<file path="config.mk">
export PLATFORM = sky130hd
export DESIGN_NAME = ysyx_25040111_rd_arbiter
export DESIGN_NICKNAME = d
export VERILOG_FILES = /design/src/rtl/ysyx_25040111_rd_arbiter.sv
export SDC_FILE = /design/constraint.sdc
export NUM_CORES = 1
export LEC_CHECK = 0
export CELL_PAD_IN_SITES_DETAIL_PLACEMENT = 0
export CELL_PAD_IN_SITES_GLOBAL_PLACEMENT = 1
export CORE_ASPECT_RATIO = 2
export CORE_MARGIN = 2
export CORE_UTILIZATION = 18
export CTS_BUF_LIST = sky130_fd_sc_hd__clkbuf_8
export DETAILED_ROUTE_END_ITERATION = 10
export PLACE_DENSITY_LB_ADDON = 0.15
export SLEW_MARGIN = 5
export SYNTH_ARGS = -nofsm -noshare
export SYNTH_HDL_FRONTEND = slang
export SYNTH_SLANG_ARGS = --single-unit
export TNS_END_PERCENT = 1
</file>
<file path="constraint.sdc">
create_clock -name clock -period 1.6 [get_ports clock]
set_input_delay 0.32 -clock clock [delete_from_list [all_inputs] [get_ports clock]]
set_output_delay 0.32 -clock clock [all_outputs]
set_load 0.1 [all_outputs]
</file>
<file path="src/rtl/ysyx_25040111_rd_arbiter.sv">
// ysyx_25040111_rd_arbiter: round-robin AXI read arbiter for IFU (m0) and LSU (m1) onto one slave port.
// One transaction in flight; R-channel beat count and ID are checked against the latched request.
module ysyx_25040111_rd_arbiter (
    input  logic        clock,
    input  logic        reset,
    input  logic        m0_arvalid,
    output logic        m0_arready,
    input  logic [31:0] m0_araddr,
    input  logic [7:0]  m0_arlen,
    input  logic [2:0]  m0_arsize,
    input  logic [1:0]  m0_arburst,
    output logic        m0_rvalid,
    input  logic        m0_rready,
    output logic [31:0] m0_rdata,
    output logic [1:0]  m0_rresp,
    output logic        m0_rlast,
    input  logic        m1_arvalid,
    output logic        m1_arready,
    input  logic [31:0] m1_araddr,
    input  logic [7:0]  m1_arlen,
    input  logic [2:0]  m1_arsize,
    input  logic [1:0]  m1_arburst,
    output logic        m1_rvalid,
    input  logic        m1_rready,
    output logic [31:0] m1_rdata,
    output logic [1:0]  m1_rresp,
    output logic        m1_rlast,
    output logic        s_arvalid,
    input  logic        s_arready,
    output logic [31:0] s_araddr,
    output logic [3:0]  s_arid,
    output logic [7:0]  s_arlen,
    output logic [2:0]  s_arsize,
    output logic [1:0]  s_arburst,
    input  logic        s_rvalid,
    output logic        s_rready,
    input  logic [31:0] s_rdata,
    input  logic [1:0]  s_rresp,
    input  logic        s_rlast,
    input  logic [3:0]  s_rid,
    output logic        proto_err
);
    typedef enum logic [1:0] {IDLE, ADDR, DATA} state_t;
    state_t     state, state_nxt;
    logic       grant, last_grant, grant_nxt, any_req, r_hs, beat_bad;
    logic [7:0] arlen_q, beat_cnt;

    assign any_req   = m0_arvalid | m1_arvalid;
    assign grant_nxt = (m0_arvalid & m1_arvalid) ? ~last_grant : m1_arvalid;
    assign r_hs      = (state == DATA) & s_rvalid & s_rready;
    // A beat is bad if rlast disagrees with the latched length or the ID is not ours
    assign beat_bad  = (s_rlast ? (beat_cnt != arlen_q) : (beat_cnt == arlen_q)) | (s_rid != {3'b0, grant});

    always_ff @(posedge clock or negedge reset) begin
        if (!reset) state <= IDLE;
        else        state <= state_nxt;
    end

    always_comb begin
        state_nxt = IDLE;
        case (state)
            IDLE:    state_nxt = any_req ? ADDR : IDLE;
            ADDR:    state_nxt = s_arready ? DATA : ADDR;
            DATA:    state_nxt = (r_hs & s_rlast) ? IDLE : DATA;
            default: state_nxt = IDLE;
        endcase
    end

    always_comb begin
        s_arvalid  = state == ADDR;
        s_araddr   = grant ? m1_araddr : m0_araddr;
        s_arlen    = grant ? m1_arlen : m0_arlen;
        s_arsize   = grant ? m1_arsize : m0_arsize;
        s_arburst  = grant ? m1_arburst : m0_arburst;
        s_arid     = {3'b0, grant};
        m0_arready = (state == ADDR) & ~grant & s_arready;
        m1_arready = (state == ADDR) & grant & s_arready;
        s_rready   = (state == DATA) & (grant ? m1_rready : m0_rready);
        m0_rvalid  = (state == DATA) & ~grant & s_rvalid;
        m1_rvalid  = (state == DATA) & grant & s_rvalid;
        m0_rdata   = s_rdata;
        m1_rdata   = s_rdata;
        m0_rresp   = s_rresp;
        m1_rresp   = s_rresp;
        m0_rlast   = s_rlast;
        m1_rlast   = s_rlast;
    end

    always_ff @(posedge clock or negedge reset) begin
        if (!reset) begin
            grant      <= 1'b0;
            last_grant <= 1'b1;
            arlen_q    <= 8'd0;
            beat_cnt   <= 8'd0;
            proto_err  <= 1'b0;
        end else begin
            if (state == IDLE && any_req) begin
                grant   <= grant_nxt;
                arlen_q <= grant_nxt ? m1_arlen : m0_arlen;
            end
            if (state == ADDR && s_arready) beat_cnt <= 8'd0;
            else if (r_hs)                  beat_cnt <= beat_cnt + 8'd1;
            if (r_hs && s_rlast) last_grant <= grant;
            if (r_hs && beat_bad) proto_err <= 1'b1;
        end
    end
endmodule

</file>
# Word-level counts from Yosys, hierarchy flattened
# Index checks and enable logic that the tools add are counted.
# totals
inputBits	137
register_bits	21
wordCells	49
out_inout_bits	126
# op_classes
addsub	1
n_mux	14
n_reduce_logical	6
n_eq_ne	5
n_bitwise	17
# ops
operator	n
$mux 32	1
$mux 8	4
$and 1x1->1	13
$add 8x1->8 const B	1
$eq 8x8->1	1
$ne 8x8->1	1
$mux 2	3
$pmux 2 s3	1
$logic_and 1x1->1	4
$mux 1	4
$ne 4x1->1	1
$mux 3	1
$eq 2x1->1 const B	1
$eq 2x2->1 const B	1
$logic_not 2->1	1
$not 1->1	2
$or 1x1->1	2
$reduce_bool 2->1	1

# Logic depth before layout (Yosys ltp)
# logic_depth
depth_word	6
depth_mapped	5

# Worst setup path after synthesis
# Ideal clock, no wire load.
# synth_timing
path_type	register to output
from	register state[1]
to	output m0_arready
setup_slack_ns	-1.409
t_arrival_ns	2.689
path_stages_with_launch	5
required_time_ns	1.280
path_buffers	0
path_cell_list	dfrtp_1 > nand2b_1 > inv_1 > nand2_1 > nor2_1
# synth_via
elab_chain_cells	3
# synth_rtl
element	line_no	source
start: declaration	44	state_t state, state_nxt;
start signal: assignment	56	else state <= state_nxt;
$eq 2x1->1	n/a	
named net s_arvalid	28	output logic s_arvalid,
$and 1x1->1 (2 in a row)	76	m0_arready = (state == ADDR) & ~grant & s_arready;
end: declaration	7	output logic m0_arready,
# The timed path passes the listed nets, and every way through them passes these cells.

# Worst setup path after layout
# layout_timing
from	register grant
to	output s_araddr[23]
# layout_via
elab_chain_cells	1
# layout_rtl
element	line_no	source
start: declaration	45	logic grant, last_grant, grant_nxt, any_req, r_hs, beat_bad;
start signal: assignment	98	grant <= grant_nxt;
$mux 32	71	s_araddr = grant ? m1_araddr : m0_araddr;
end: declaration	30	output logic [31:0] s_araddr,
# Every way passes these cells.

==> impl_metrics.csv <==
group,metric,value,unit
synthesis,synth_top_family_by_area,"multiplexers",
synthesis,synth_top_cell_area_share,25.21,%
critical_path,worstPathArrival,1490,ps
synthesis,ys_types,33,
clocking,cts_buffers,3,
critical_path,worstSetupEndpoint,"s_araddr[23]",
synthesis,synthMuxAreaShare,28.80,%
critical_path,cp_top_family,"buffers and inverters",
timing,fin_crit_sh,113.0,%
synthesis,synthCells,244,
critical_path,r2r_setup_slack,-90,ps
grt,grt_max_degree,22,
timing,clock_skew,2.921,ps
timing,layout_setup_ws,-207.8,ps
critical_path,reg2reg_to,"proto_err$_DFFE_PN0P_",
clocking,clk_pin_slew,80,ps
grt,grt_overflow,0,
drt,ant_nets,0,
floorplan,die_w,82.77,um
drt,num_vias,2061,
status,status,"finished with violations",
timing,slew_violations,0,
critical_path,crit_chain,"buf_6 > clkbuf_16 > mux2_4 > buf_12",
cells_and_area,num_antenna_cells,0,
power_and_ir_drop,irDropWorstVdd,1.478,mV
floorplan,io_pins,263,
critical_path,ff2ff_path_depth,8,
grt,antenna_found_initial,0,
placed_design,place_congestion,0.7516,
synthesis,avgSynthCellArea,9.153,um^2
synthesis,yosysMostFrequentCell,"buf_4",
status,violations,"setup timing",
drt,drt-total-wl,8643,um
synthesis,syn_area,2233,um^2
floorplan,die_h,161.5,um
synthesis,synth.yosys.seq_area_share,23.59,%
placed_design,portBuffers,157,
drt,drtIter0Drc,26,
cells_and_area,layout.nets,497,
cells_and_area,instances_no_fill,505,
drt,firstDrtPassIters,4,
critical_path,critPathLaunchType,"flip-flop",
critical_path,required,1280,ps
clocking,cts_tree,"yes",
floorplan,rows,57,
synthesis,async_flop_share,100.0,%
synthesis,synth-xor-area-share,5.490,%
power_and_ir_drop,cellLeakagePower,1.936,nW
drt,top_layer,"met4",
synthesis,synth_seq_cells,21,
placed_design,dp_hpwl,7264,um
synthesis,synth_edf_count,0,
floorplan,dieArea,13370,um^2
cells_and_area,drive_above_1_share,45.25,%
timing,rsz0062_at_grt,"true",
synthesis,yosys.area.top_type,"buf_4",
timing,setup_viol,54,
grt,grt_pass1_vias,2286,
critical_path,crit_cells,4,
timing,finalHoldViolCount,0,
floorplan,coreArea,12120,um^2
timing,fmax,553.2,MHz
drt,wl_met2,5247,um
power_and_ir_drop,p_per_area,1972,nW/um^2
critical_path,rr_startpoint,"grant$_DFFE_PN0P_",
floorplan,initial_utilization,18.42,%
synthesis,synthTopCellsByArea,"buf_4, mux2_2, dfrtp_1",
timing,fin_crit,1808,ps
drt,via_per_inst,4.081,
critical_path,cp_num_buf_inv,3,
synthesis,yosys.area_share.simple,10.81,%
drt,dr_wl_met3,575,um
synthesis,yosysWarningCount,0,
placed_design,dp_cells,493,
critical_path,path_class,"flip-flop to primary output",
clocking,clock_path_buffers,2,
critical_path,critical_path.slowest_cell,"dfrtp_2",
critical_path,max_stage_delay,420,ps
grt,grt_pass1_wl,12640,um
drt,wl_per_cell,17.11,um
clocking,htree_levels,1,
drt,drc,0,
power_and_ir_drop,power,8.901,mW
synthesis,synthAdderAreaFrac,0.5602,%
synthesis,synth_compound_area_share,3.641,%
min_path,hold_class,"primary input to async pin",
clocking,cts_sinks,21,
job,max_cap_violations,0,
critical_path,crit_fanout,6,
clocking,root_buffer,"clkbuf_8",
critical_path,endpoint_kind,"primary output",
synthesis,ys.flop_type,"dfrtp_1",
drt,met1_length,2351,um
synthesis,synth_common_cells,"buf_4, mux2_2, dfrtp_1",
grt,grt_usage,12.90,%
cells_and_area,area_delta_synth_final,102.1,%
critical_path,cp-startpoint,"grant$_DFFE_PN0P_",
clocking,clock_latency,260,ps
-- per-layer routing --
| layer | GRT usage (%) | vias up |
|---|---|---|
| met5 | 0 | - |
| met1 | 11.13 | 931 |
| met2 | 25.59 | 102 |
| met4 | 7.228 | 0 |
| li1 | - | 980 |
| met3 | 2.402 | 48 |
-- layout make-up --
type | count | area (um^2)
clock buffers | 3 | 41.29
well taps | 147 | 183.9
inverters | 2 | 11.26
flip-flops and latches | 21 | 528.0
repair buffers | 191 | 2479
fillers | 1228 | 7610
multi-input cells | 140 | 1266
clock inverters | 1 | 5.005
-- cells in the final DEF (no fill, tap or decap), types with 2 or more instances in the layout --
| master | instances |
|---|---|
| clkdlybuf4s50_1 | 102 |
| buf_12 | 58 |
| mux2_2 | 35 |
| buf_4 | 23 |
| dfrtp_1 | 19 |
| nand2_1 | 14 |
| mux2_4 | 12 |
| o21ai_0 | 10 |
| mux2i_1 | 10 |
| xor2_1 | 9 |
| nor2_1 | 8 |
| nor2_4 | 5 |
| buf_6 | 5 |
| xnor2_1 | 4 |
| nand3_1 | 3 |
| nor4_2 | 3 |
| conb_1 | 3 |
| clkbuf_8 | 3 |
| nand2b_1 | 2 |
| nor4_1 | 2 |
-- worst min-delay path by stage --
stage	from	endpoint	slack (ps)
after floorplan	reset	arlen_q[0]$_DFFE_PN0P_	20
after global placement	arlen_q[6]$_DFFE_PN0P_	arlen_q[6]$_DFFE_PN0P_	490
after detailed placement	arlen_q[2]$_DFFE_PN0P_	arlen_q[2]$_DFFE_PN0P_	490
after CTS	reset	beat_cnt[7]$_DFFE_PN0P_	420
after global routing	reset	proto_err$_DFFE_PN0P_	440
final	reset	proto_err$_DFFE_PN0P_	410
-- sequential cells by signal (all words and copies together), names as in the netlist --
| signal | count |
|---|---|
| state | 2 |
| arlen_q | 8 |
| last_grant | 1 |
| proto_err | 1 |
| beat_cnt | 8 |
| grant | 1 |
-- metrics by stage --
| step | worst slack, ps | instance area (um^2) | utilization [%] | setup TNS (ps) | hold WS, ps |
|---|---|---|---|---|---|
| floorplan | -260.4 | 2293 | - | -5920 | 24.41 |
| global placement | -177.1 | 4238 | 34.95 | -1804 | 488.4 |
| detailed placement | -201.3 | 4238 | 34.95 | -1961 | 493.6 |
| CTS | -212.3 | 4414 | 36.41 | -9425 | 417.8 |
| global route | -256.8 | 4514 | 37.23 | -12590 | 441.0 |
| finish | -207.8 | 4514 | 37.23 | -9114 | 405.1 |
-- where the power goes --
group / total (mW) / internal [mW] / switching [mW]
clock network: 0.354 / 0.174 / 0.180
logic: 7.68 / 3.12 / 4.56
registers: 0.871 / 0.718 / 0.154
total: 8.90 / 4.01 / 4.89
-- what timing repair did --
action,4_1_cts,5_1_grt
cloned,1,1
hold buffers,0,0
setup endpoints to repair,51,61
buffers inserted,4,2
gates resized for setup,17,14
pin swaps,5,3
hold endpoints to repair,0,0
-- cells by family (layout without fill, tap and decap cells) --
group                      count (synthesis)  count (layout)
other                                      1               3
adders and majority gates                  1               1
and+or+nand+nor                           49              49
AOI/OAI and AO/OA                         15              15
muxes                                     58              58
xor gates and xnor gates                  14              14
buffers and inverters                     85             197
DFF                                       21              21
Note: power is estimated with default switching activity, not from simulation.
